### src/rtl/add_sub_serial.sv
// ---------------------------------------------------------------------------
// add_sub_serial
//
// Multi-cycle two's-complement adder/subtractor. A WIDTH-bit operation is
// processed DIGIT bits per clock through a single DIGIT-bit full-adder chain,
// least significant digit first. Subtraction is done as A + ~B + 1: the
// inverted B is latched at start and the initial carry is set to 1.
//
// Optional feature (compile-time macro ADD_SUB_SAT_EN):
//   defined     - on signed overflow SUM saturates to the largest positive
//                 (0111..1) or most negative (1000..0) value.
//   not defined - SUM wraps modulo 2^WIDTH.
//   COUT and OVF are reported identically in both builds.
//
// Ports:
//   clk    in   1      rising-edge clock
//   rst    in   1      synchronous, active-high reset (highest priority)
//   start  in   1      operation request, only sampled while busy=0
//   A      in   WIDTH  operand A, latched at start
//   B      in   WIDTH  operand B, latched at start
//   A_S    in   1      mode, latched at start: 1 = A-B, 0 = A+B
//   busy   out  1      high while an operation is in RUN or DONE
//   done   out  1      one-cycle pulse; SUM/COUT/OVF valid from this cycle on
//   SUM    out  WIDTH  result, held until the next done or reset
//   COUT   out  1      carry out of MSB (for subtract: 1 = no borrow)
//   OVF    out  1      signed overflow
// ---------------------------------------------------------------------------
module add_sub_serial #(
    parameter int WIDTH = 16,
    parameter int DIGIT = 4
) (
    input  logic             clk,
    input  logic             rst,
    input  logic             start,
    input  logic [WIDTH-1:0] A,
    input  logic [WIDTH-1:0] B,
    input  logic             A_S,
    output logic             busy,
    output logic             done,
    output logic [WIDTH-1:0] SUM,
    output logic             COUT,
    output logic             OVF
);

    localparam int NDIG  = WIDTH / DIGIT;
    // Counter and bit-index widths never collapse to zero bits when NDIG=1.
    localparam int CNT_W = (NDIG > 1) ? $clog2(NDIG) : 1;
    localparam int IDX_W = (WIDTH > 1) ? $clog2(WIDTH) : 1;
    localparam logic [CNT_W-1:0] LAST_DIG = CNT_W'(NDIG - 1);

    typedef enum logic [1:0] {
        ST_IDLE = 2'd0,
        ST_RUN  = 2'd1,
        ST_DONE = 2'd2
    } state_t;

    state_t           state_r;
    logic [WIDTH-1:0] a_r;        // latched A
    logic [WIDTH-1:0] b_r;        // latched B, already inverted for subtract
    logic [WIDTH-1:0] res_r;      // digits produced so far
    logic [CNT_W-1:0] cnt_r;      // index of the digit being processed
    logic             carry_r;    // carry into the current digit

    logic [IDX_W-1:0] bit_idx_s;  // LSB position of the current digit
    logic [DIGIT-1:0] a_dig_s;
    logic [DIGIT-1:0] b_dig_s;
    logic [DIGIT-1:0] sum_dig_s;
    logic [DIGIT:0]   chain_s;    // chain_s[i] = carry into bit i of the digit
    logic [WIDTH-1:0] res_full_s; // complete result including the current digit
    logic [WIDTH-1:0] sum_next_s; // value loaded into SUM on the last digit
    logic             ovf_next_s;

    // One-bit full adder, returns {carry_out, sum}.
    function automatic logic [1:0] full_add(input logic x, input logic y, input logic ci);
        full_add = {(x & y) | (x & ci) | (y & ci), x ^ y ^ ci};
    endfunction

    // Digit slice selection, ripple chain, and final result / overflow forming.
    always_comb begin
        bit_idx_s  = IDX_W'(cnt_r) * IDX_W'(DIGIT);
        a_dig_s    = a_r[bit_idx_s +: DIGIT];
        b_dig_s    = b_r[bit_idx_s +: DIGIT];
        chain_s    = '0;
        sum_dig_s  = '0;
        chain_s[0] = carry_r;
        for (int i = 0; i < DIGIT; i++) begin
            {chain_s[i+1], sum_dig_s[i]} = full_add(a_dig_s[i], b_dig_s[i], chain_s[i]);
        end
        res_full_s = res_r;
        res_full_s[bit_idx_s +: DIGIT] = sum_dig_s;
        // Only meaningful on the last digit: carry into MSB vs carry out of MSB.
        ovf_next_s = chain_s[DIGIT-1] ^ chain_s[DIGIT];
`ifdef ADD_SUB_SAT_EN
        // Overflow with a negative-looking result means the true value was
        // too large positive, and vice versa.
        if (ovf_next_s) begin
            if (res_full_s[WIDTH-1]) begin
                sum_next_s = {1'b0, {(WIDTH-1){1'b1}}};
            end else begin
                sum_next_s = {1'b1, {(WIDTH-1){1'b0}}};
            end
        end else begin
            sum_next_s = res_full_s;
        end
`else
        sum_next_s = res_full_s;
`endif
    end

    // Control FSM with operand latching, digit accumulation and output registers.
    always_ff @(posedge clk) begin
        if (rst) begin
            state_r <= ST_IDLE;
            a_r     <= '0;
            b_r     <= '0;
            res_r   <= '0;
            cnt_r   <= '0;
            carry_r <= 1'b0;
            busy    <= 1'b0;
            done    <= 1'b0;
            SUM     <= '0;
            COUT    <= 1'b0;
            OVF     <= 1'b0;
        end else begin
            case (state_r)
                ST_IDLE: begin
                    done <= 1'b0;
                    busy <= 1'b0;
                    if (start) begin
                        a_r     <= A;
                        b_r     <= B ^ {WIDTH{A_S}};
                        carry_r <= A_S;
                        cnt_r   <= '0;
                        busy    <= 1'b1;
                        state_r <= ST_RUN;
                    end
                end
                ST_RUN: begin
                    res_r[bit_idx_s +: DIGIT] <= sum_dig_s;
                    carry_r <= chain_s[DIGIT];
                    if (cnt_r == LAST_DIG) begin
                        // Outputs are loaded on this edge so they are valid
                        // in the DONE cycle together with the done pulse.
                        SUM     <= sum_next_s;
                        COUT    <= chain_s[DIGIT];
                        OVF     <= ovf_next_s;
                        done    <= 1'b1;
                        cnt_r   <= '0;
                        state_r <= ST_DONE;
                    end else begin
                        cnt_r <= cnt_r + CNT_W'(1);
                    end
                end
                ST_DONE: begin
                    // start is deliberately ignored here.
                    done    <= 1'b0;
                    busy    <= 1'b0;
                    state_r <= ST_IDLE;
                end
                default: begin
                    done    <= 1'b0;
                    busy    <= 1'b0;
                    state_r <= ST_IDLE;
                end
            endcase
        end
    end

endmodule

### config.mk
export PLATFORM = sky130hd
export DESIGN_NAME = add_sub_serial
export DESIGN_NICKNAME = d
export VERILOG_FILES = /design/src/rtl/add_sub_serial.sv
export SDC_FILE = /design/constraint.sdc
export NUM_CORES = 1
export LEC_CHECK = 0
export ABC_AREA = 1
export CAP_MARGIN = 20
export CORE_MARGIN = 2
export CORE_UTILIZATION = 40
export CTS_CLUSTER_SIZE = 40
export DETAILED_ROUTE_END_ITERATION = 10
export PLACE_DENSITY_LB_ADDON = 0.3
export SLEW_MARGIN = 20
export SYNTH_ARGS = -nofsm -noshare
export SYNTH_HDL_FRONTEND = slang
export SYNTH_SLANG_ARGS = --single-unit
### constraint.sdc
create_clock -name clk -period 3.45 [get_ports clk]
set_input_delay 0.8625 -clock clk [delete_from_list [all_inputs] [get_ports clk]]
set_output_delay 0.8625 -clock clk [all_outputs]
set_load 0.03 [all_outputs]
== Yosys cells after proc, flatten, opt, wreduce, memory -nomap -nowiden ==
Cells that the tools add are included.

* Register bits: 73
* Latch bits: 0
* Memory bits (writable): 0
* Memory bits (read-only): 0
* Word-level logic and storage cells: 70
* Memories kept: 0

* Add/sub/neg operators: 2
* Multiply operators: 0
* Divide/modulo/power cells: 0
* $lt $le $gt $ge: 0
* Eq/ne operators: 4
* Shifts and indexed selects: 4
* Multiplexer cells: 11
* Bitwise operators: 31
* Reduce and logical (&&, ||, !) cells: 7

{| class="wikitable"
|+ Operator list
! kind !! number
|-
| $shiftx A16 B5 Y4 || 2
|-
| $bwmux W16 || 1
|-
| $shift A4 B6 Y16 const A || 1
|-
| $shiftx A4 B6 Y16 || 1
|-
| $xor A16 B16 Y16 || 1
|-
| $and A1 B1 Y1 || 12
|-
| $xor A1 B1 Y1 || 9
|-
| $mux W2 || 4
|-
| $or A1 B1 Y1 || 8
|-
| $pmux W2 S2 || 2
|-
| $reduce_and A2 Y1 || 4
|-
| $neg A4 Y6 || 1
|-
| $ne A2 B2 Y1 const B || 2
|-
| $pmux W1 S2 || 2
|-
| $add A2 B1 Y2 const B || 1
|-
| $eq A2 B1 Y1 const B || 1
|-
| $eq A2 B2 Y1 const B || 1
|-
| $logic_not A2 Y1 || 1
|-
| $mux W1 || 2
|-
| $reduce_bool A2 Y1 || 1
|-
| $reduce_or A2 Y1 || 1
|-
| $not A1 Y1 || 1
|}

== Longest topological paths before layout ==
Gate-level depths: netlist of the first run.

* Depth in word-level cells: 14
* Mapped depth: 16

== Worst setup path after synthesis of the first run ==
No wires, ideal clock.

* Path type: flip-flop to flip-flop
* Start: register cnt_r[0]
* End: register res_r[15]
* Data arrival time: 2.827 ns
* Setup slack: 0.514 ns
* Cell stages (with the launch flop): 16
* Cell sequence: dfxtp_1 > clkbuf_1 > o21ai_0 > o22ai_1 > fa_1 > inv_1 > fa_1 > fa_1 > inv_1 > fa_1 > inv_1 > nor2_1 > nand3_1 > nand3_1 > nand2_1 > inv_1

* Word-level cells in the longest chain between the ends: 13
* Elaborated cells between the ends (all ways): 29

{| class="wikitable"
|+ Ends and longest elaborated chain
! item !! line !! RTL
|-
| from (decl) || 61 || <nowiki>logic [CNT_W-1:0] cnt_r;</nowiki>
|-
| from (signal assigned) || 151 || <nowiki>cnt_r <= cnt_r + CNT_W'(1);</nowiki>
|-
| $shiftx A16 B5 Y4, on equally long branches || 81, 82 ||
|-
| $and A1 B1 Y1 || 75 || <nowiki>full_add = {(x & y) | (x & ci) | (y & ci), x ^ y ^ ci};</nowiki>
|-
| $or A1 B1 Y1 (2 in a row) || 75 ||
|-
| $and A1 B1 Y1 || 75 ||
|-
| $or A1 B1 Y1 (2 in a row) || 75 ||
|-
| $and A1 B1 Y1 || 75 ||
|-
| $or A1 B1 Y1 (2 in a row) || 75 ||
|-
| $xor A1 B1 Y1 || 75 ||
|-
| $shiftx A4 B6 Y16 || 139 || <nowiki>res_r[bit_idx_s +: DIGIT] <= sum_dig_s;</nowiki>
|-
| $bwmux W16 * || 139 ||
|-
| to (signal, indexed assignment) || 139 ||
|-
| to (decl) || 60 || <nowiki>logic [WIDTH-1:0] res_r;</nowiki>
|}

Mark *: on every way between the ends. The rest lies on a longest branch, timed or not.
A chain may end at the register's enable or synchronous reset.

== Final worst setup path of the first run ==
* Start: register cnt_r[0]
* End: register res_r[7]

The elaborated chain is that of the path after synthesis.

==> impl_metrics.py, run 1 <==
metrics = {
    "run_status": {
        "status": "finished, final reports clean",
    },
    "floorplan": {
        "start_util_pct": 41.3,
        "dieArea_um2": 9770,
        "core_um2": 8720,
        "pin_count": 56,
        "rows": 34,
        "die_y_um": 98.8,
        "fp.dieW_um": 98.8,
    },
    "global_route": {
        "globalRouteOverflowTotal": 0,
        "track_usage_pct": 17.0,
        "grt_max_degree": 47,
        "grtUsageMet2_pct": 28.5,
        "first_global_vias": 3000,
        "met1_usage_pct": 20.4,
        "grt-busiest-layer": "met2",
        "antenna_found_initial": 0,
        "grt_use_met3_pct": 2.91,
        "grt_pass1_wl_um": 13400,
    },
    "clocking": {
        "numCtsBuffers": 9,
        "ctsHoldBuffers": 0,
        "clock_latency_ns": 0.35,
        "cts_tree": "built",
        "clk_path_buf_depth": 2,
        "cts_setup_buffers": 0,
        "clkTransAtPathRegs_ns": 0.07,
        "cts_root_buffer": "clkbuf_8",
        "htreeDepth": 3,
        "cts_resized": 0,
        "cts_sinks": 73,
    },
    "setup_path": {
        "required_ns": 3.70,
        "cp-end-kind": "flip-flop",
        "arrival_ns": 3.34,
        "cpMaxStageDelayCell": "fa_1",
        "crit_family": "adder cells",
        "crit_buf_inv": 5,
        "critPathKind": "flip-flop to flip-flop",
        "cp-start-kind": "flip-flop",
        "ff2ff_setup_slack_ns": 0.36,
        "max_stage_delay_ns": 0.44,
        "critPathMaxFanout": 15,
        "path_cells": "inv_1 -> o21ai_0 -> o22ai_1 -> fa_1 -> inv_1 -> fa_1 -> fa_1 -> inv_1 -> fa_1 -> inv_1 -> nor2_1 -> nand3_1 -> nand3_1 -> nand2_1 -> inv_1",
        "critPathMostFrequentCell": "inv_1",
    },
    "power_and_ir_drop": {
        "p_clk_share_pct": 33.8,
        "p_switching_uw": 508,
        "switching_share_pct": 27.3,
        "power.density_nw_per_um2": 428,
        "seqPwrFrac_pct": 49.7,
        "vdd_ir_drop_max_uv": 174,
        "p_leak_uw": 0.00197,
        "combPwrFrac_pct": 16.5,
        "internal-power_uw": 1350,
    },
    "timing": {
        "finalClockSkew_ns": 0.0106,
        "drv_slew": 0,
        "grt_setup_unrepaired": "false",
        "setup_tns_ns": 0,
        "slew_headroom_pct": 40.5,
        "fmax_mhz": 323,
        "period_needed_ns": 3.09,
        "finalHoldViolCount": 0,
        "finalSetupViolCount": 0,
        "worstMarginPinSlew_ns": 0.890,
        "post-route-period-util_pct": 89.6,
        "setup_slack_ns": 0.358,
    },
    "cells_and_area": {
        "area_growth_pct": 20.7,
        "final_cell_mix": "nand2_1, nor2_1, dfxtp_1",
        "final_common_cell": "nand2_1",
        "drive_gt1_share_pct": 4.55,
        "final_area_um2": 4340,
        "stdcell_count": 679,
        "nets": 613,
        "fill_cells": 890,
        "diodes": 0,
    },
    "synth": {
        "synth_nets": 567,
        "async_reset_ff_share_pct": 0,
        "yosysUniqueCellTypes": 25,
        "synth_seq_cells": 73,
        "netlist_area_um2": 3600,
        "synth-edff-count": 0,
        "syn_avg_cell_area_um2": 6.91,
        "yosys_warnings": 0,
        "synthFlopType": "dfxtp_1",
        "synth_seq_area_share_pct": 40.6,
        "synthCells": 521,
    },
    "route": {
        "drtIter0Drc": 103,
        "final_antenna_net_count": 0,
        "wl_um": 7770,
        "vias": 3223,
        "drtPass1Iterations": 4,
        "vias_per_cell": 4.75,
        "avgRoutedWirePerCell_um": 11.4,
        "drc_errors": 0,
    },
    "place": {
        "place_ws_ns": 0.250,
        "post_dp_cell_area_um2": 4170,
        "io_buffers": 55,
        "gp_congestion": 0.858,
        "placed_cells": 664,
        "hpwl_um": 5640,
    },
    "min_path": {
        "hp-class": "flip-flop to flip-flop",
    },
    "run": {
        "drv_cap": 0,
    },
}
[layer usage]
layer / wire, um / vias up
met2: 3760 / 71
met5: 0 / -
met4: 260 / 0
met3: 310 / 21
li1: - / 1710
met1: 3450 / 1421
[worst paths after layout]
check           start       end  cells past startpoint
min reg2reg    a_r[1]    a_r[1]                      2
min            a_r[1]    a_r[1]                      2
max          cnt_r[0]  res_r[7]                     15
max reg2reg  cnt_r[0]  res_r[7]                     15
[through the flow]
stage	hold WS, ns	util, %	total power [uW]
finish	0.459	49.8	1860
global route	0.487	49.8	1970
CTS	0.462	49.8	1880
detailed placement	0.453	47.8	1250
global placement	0.449	47.8	1240
floorplan	0.425	-	1160
[worst register-to-register path, delay by kind of cell (launching register included)]
family,cells,cell delay [ns]
buffers and inverters,5,0.51
and+or+nand+nor,4,0.35
DFF,1,0.38
adders and majority gates,4,1.45
AOI/OAI and AO/OA,2,0.32
[cells in the mapped netlist, types with 4 or more instances]
cell type | count | area share, %
clkbuf_1 | 6 | 0.63
nand2_1 | 109 | 11
o21ai_0 | 34 | 4.7
buf_6 | 4 | 1.3
ha_1 | 6 | 2.1
xor2_1 | 16 | 3.9
buf_4 | 7 | 1.5
dfxtp_1 | 73 | 41
nand3_1 | 49 | 6.8
buf_2 | 7 | 0.97
o22ai_1 | 4 | 0.70
nor2_1 | 90 | 9.4
fa_1 | 4 | 2.2
inv_1 | 63 | 6.6
a21oi_1 | 35 | 4.9
[power groups by stage]
stage	Sequential (uW)	Combinational, uW	Clock, uW
after floorplan	934	226	0
after global placement	943	298	0
after detailed placement	943	309	0
after CTS	923	310	648
after global routing	930	351	684
final	924	306	629
[sequential cells by signal, indices dropped and copies added (netlist names), 2 cells and up]
register,flops
SUM,16
a_r,16
b_r,16
res_r,16
cnt_r,2
state_r,2
[cell type report]
type                       count  area, um^2  share of cell area (%)
sequential                    73        1460                    33.7
timing repair buffer          61         596                    13.7
clock buffer                  11         131                    3.02
tap                          108         135                    3.11
inverter                      66         248                    5.70
multi-input combinational    356        1730                    39.7
clock inverter                 4        45.0                    1.04
[logic make-up after synthesis]
| kind of cell | Yosys count | share of synthesized area [%] |
|---|---|---|
| flip-flops | 73 | 40.6 |
| AO/OA/AOI/OAI | 74 | 10.4 |
| AND/OR/NAND/NOR | 255 | 29.1 |
| buffers and inverters | 92 | 11.4 |
| XOR/XNOR | 17 | 4.14 |
| adder cells (fa/ha/maj) | 10 | 4.31 |
(Power assumes the default switching activity.)
==> run 2: changes to the inputs <==
Settings changed: ABC_CLOCK_PERIOD_IN_PS from default to 3450, CORE_MARGIN 2 to 8.
==> run 2 against run 1 <==
Against the previous run:
- clock skew barely moved
- fmax fell by 1.3%
- cell area rose by 1.1%
- critical path type unchanged
- highest routed layer unchanged
==> impl_metrics.py, run 2 (synthesis gave the netlist of run 1 again) <==
metrics = {
    "run_status": {
        "status": "finished, final reports clean",
    },
    "cells_and_area": {
        "final_common_cell": "nand2_1",
        "area_growth_pct": 22.1,
        "final_cell_mix": "nand2_1, nor2_1, dfxtp_1",
        "nets": 614,
        "drive_gt1_share_pct": 5.07,
        "diodes": 0,
    },
    "clocking": {
        "cts_resized": 0,
        "clkTransAtPathRegs_ns": 0.08,
        "clk_path_buf_depth": 2,
        "clock_latency_ns": 0.35,
        "numCtsBuffers": 9,
        "ctsHoldBuffers": 0,
        "cts_setup_buffers": 0,
        "cts_root_buffer": "clkbuf_8",
        "cts_sinks": 73,
        "htreeDepth": 3,
        "cts_tree": "built",
    },
    "power_and_ir_drop": {
        "seqPwrFrac_pct": 46.7,
        "p_leak_uw": 0.00198,
        "internal-power_uw": 1450,
        "p_switching_uw": 530,
        "vdd_ir_drop_max_uv": 261,
        "power.density_nw_per_um2": 450,
        "switching_share_pct": 26.8,
        "combPwrFrac_pct": 15.9,
        "power.total_uw": 1980,
        "p_clk_share_pct": 37.4,
    },
    "route": {
        "met3WireLength_um": 390,
        "drtPass1Iterations": 5,
        "drc_errors": 0,
        "final_antenna_net_count": 0,
        "wl_um": 8540,
        "drtIter0Drc": 155,
        "vias_per_cell": 4.81,
        "wl_met2_um": 4200,
        "vias": 3268,
        "wl_met1_um": 3800,
        "top_layer_used": "met4",
        "avgRoutedWirePerCell_um": 12.6,
    },
    "timing": {
        "grt_setup_unrepaired": "false",
        "period_needed_ns": 3.13,
        "fmax_mhz": 319,
        "finalHoldViolCount": 0,
        "setup_tns_ns": 0,
        "worstMarginPinSlew_ns": 0.860,
        "finalSetupViolCount": 0,
        "post-route-period-util_pct": 90.8,
        "finalClockSkew_ns": 0.0102,
        "slew_headroom_pct": 42.5,
        "drv_slew": 0,
    },
    "min_path": {
        "hold_depth": 2,
        "min_from": "b_r[1]",
        "hp-class": "flip-flop to flip-flop",
    },
    "floorplan": {
        "die_y_um": 111,
        "dieArea_um2": 12300,
        "fp.dieW_um": 111,
        "start_util_pct": 41.3,
        "core_um2": 8720,
        "rows": 34,
        "pin_count": 56,
    },
    "setup_path": {
        "required_ns": 3.71,
        "arrival_ns": 3.39,
        "cp-end-kind": "flip-flop",
        "critPathMaxFanout": 13,
        "crit_start": "cnt_r[0]",
        "critPathKind": "flip-flop to flip-flop",
        "reg2reg_depth": 15,
        "cp-start-kind": "flip-flop",
        "r2r_start": "cnt_r[0]",
    },
    "run": {
        "drv_cap": 0,
    },
    "global_route": {
        "first_global_vias": 3050,
        "grt_max_degree": 47,
        "grt_pass1_wl_um": 14100,
        "track_usage_pct": 13.7,
        "antenna_found_initial": 0,
        "globalRouteOverflowTotal": 0,
    },
    "place": {
        "io_buffers": 55,
        "gp_congestion": 0.857,
        "hpwl_um": 6070,
    },
}
-- run 2: cell count changes in the layout (fill, tap and decap cells not counted) --
| cell | change |
|---|---|
| buf_4 | +1 |
| bufinv_16 | +1 |
| clkbuf_1 | -2 |
| clkbuf_8 | +1 |
| clkinv_2 | -2 |
| clkinvlp_4 | +2 |
-- run 2: metal layers --
metal,track usage [%],up-vias
li1,-,1706
met5,0,-
met2,23.7,71
met1,15.2,1475
met3,4.06,16
met4,5.77,0
-- run 2: worst paths after layout --
kind	endpoint	slack [ns]
max reg2reg	res_r[15]	0.32
min reg2reg	b_r[1]	0.47
max	res_r[15]	0.32
min	b_r[1]	0.47
-- run 2: cell type report --
class                      instances  area [um^2]
fill                             860         4330
multi-input combinational        356         1730
sequential                        73         1460
timing repair buffer              62          603
inverter                          66          248
clock buffer                      10          138
tap                              108          135
clock inverter                     5         80.1
-- run 2: through the flow --
| step | setup WS, ns | hold slack [ns] | instances | utilization (%) | area (um^2) |
|---|---|---|---|---|---|
| 2_1_floorplan | 0.514 | 0.425 | 521 | - | 3600 |
| 3_3_place_gp | 0.487 | 0.458 | 665 | 47.9 | 4170 |
| 3_5_place_dp | 0.390 | 0.460 | 665 | 47.9 | 4170 |
| 4_1_cts | 0.329 | 0.470 | 680 | 50.4 | 4390 |
| 5_1_grt | 0.0168 | 0.490 | 680 | 50.4 | 4390 |
| 6_report | 0.316 | 0.469 | 680 | 50.4 | 4390 |
-- run 2: worst max-delay path, stage by stage, from the launching register on --
cell and delay [ns]:
dfxtp_1 0.35, inv_1 0.30, o21ai_0 0.13, o22ai_1 0.18
fa_1 0.20, inv_1 0.05, fa_1 0.39, fa_1 0.41
inv_1 0.09, fa_1 0.43, inv_1 0.07, nor2_1 0.07
nand3_1 0.13, nand3_1 0.10, nand2_1 0.09, inv_1 0.04
-- run 2: power by group through the flow --
stage          registers (uW)  logic [uW]  clock network [uW]
4_1_cts                   923         314                 753
5_1_grt                   929         356                 790
3_5_place_dp              942         311                   0
2_1_floorplan             934         226                   0
6_report                  923         314                 739
3_3_place_gp              941         302                   0
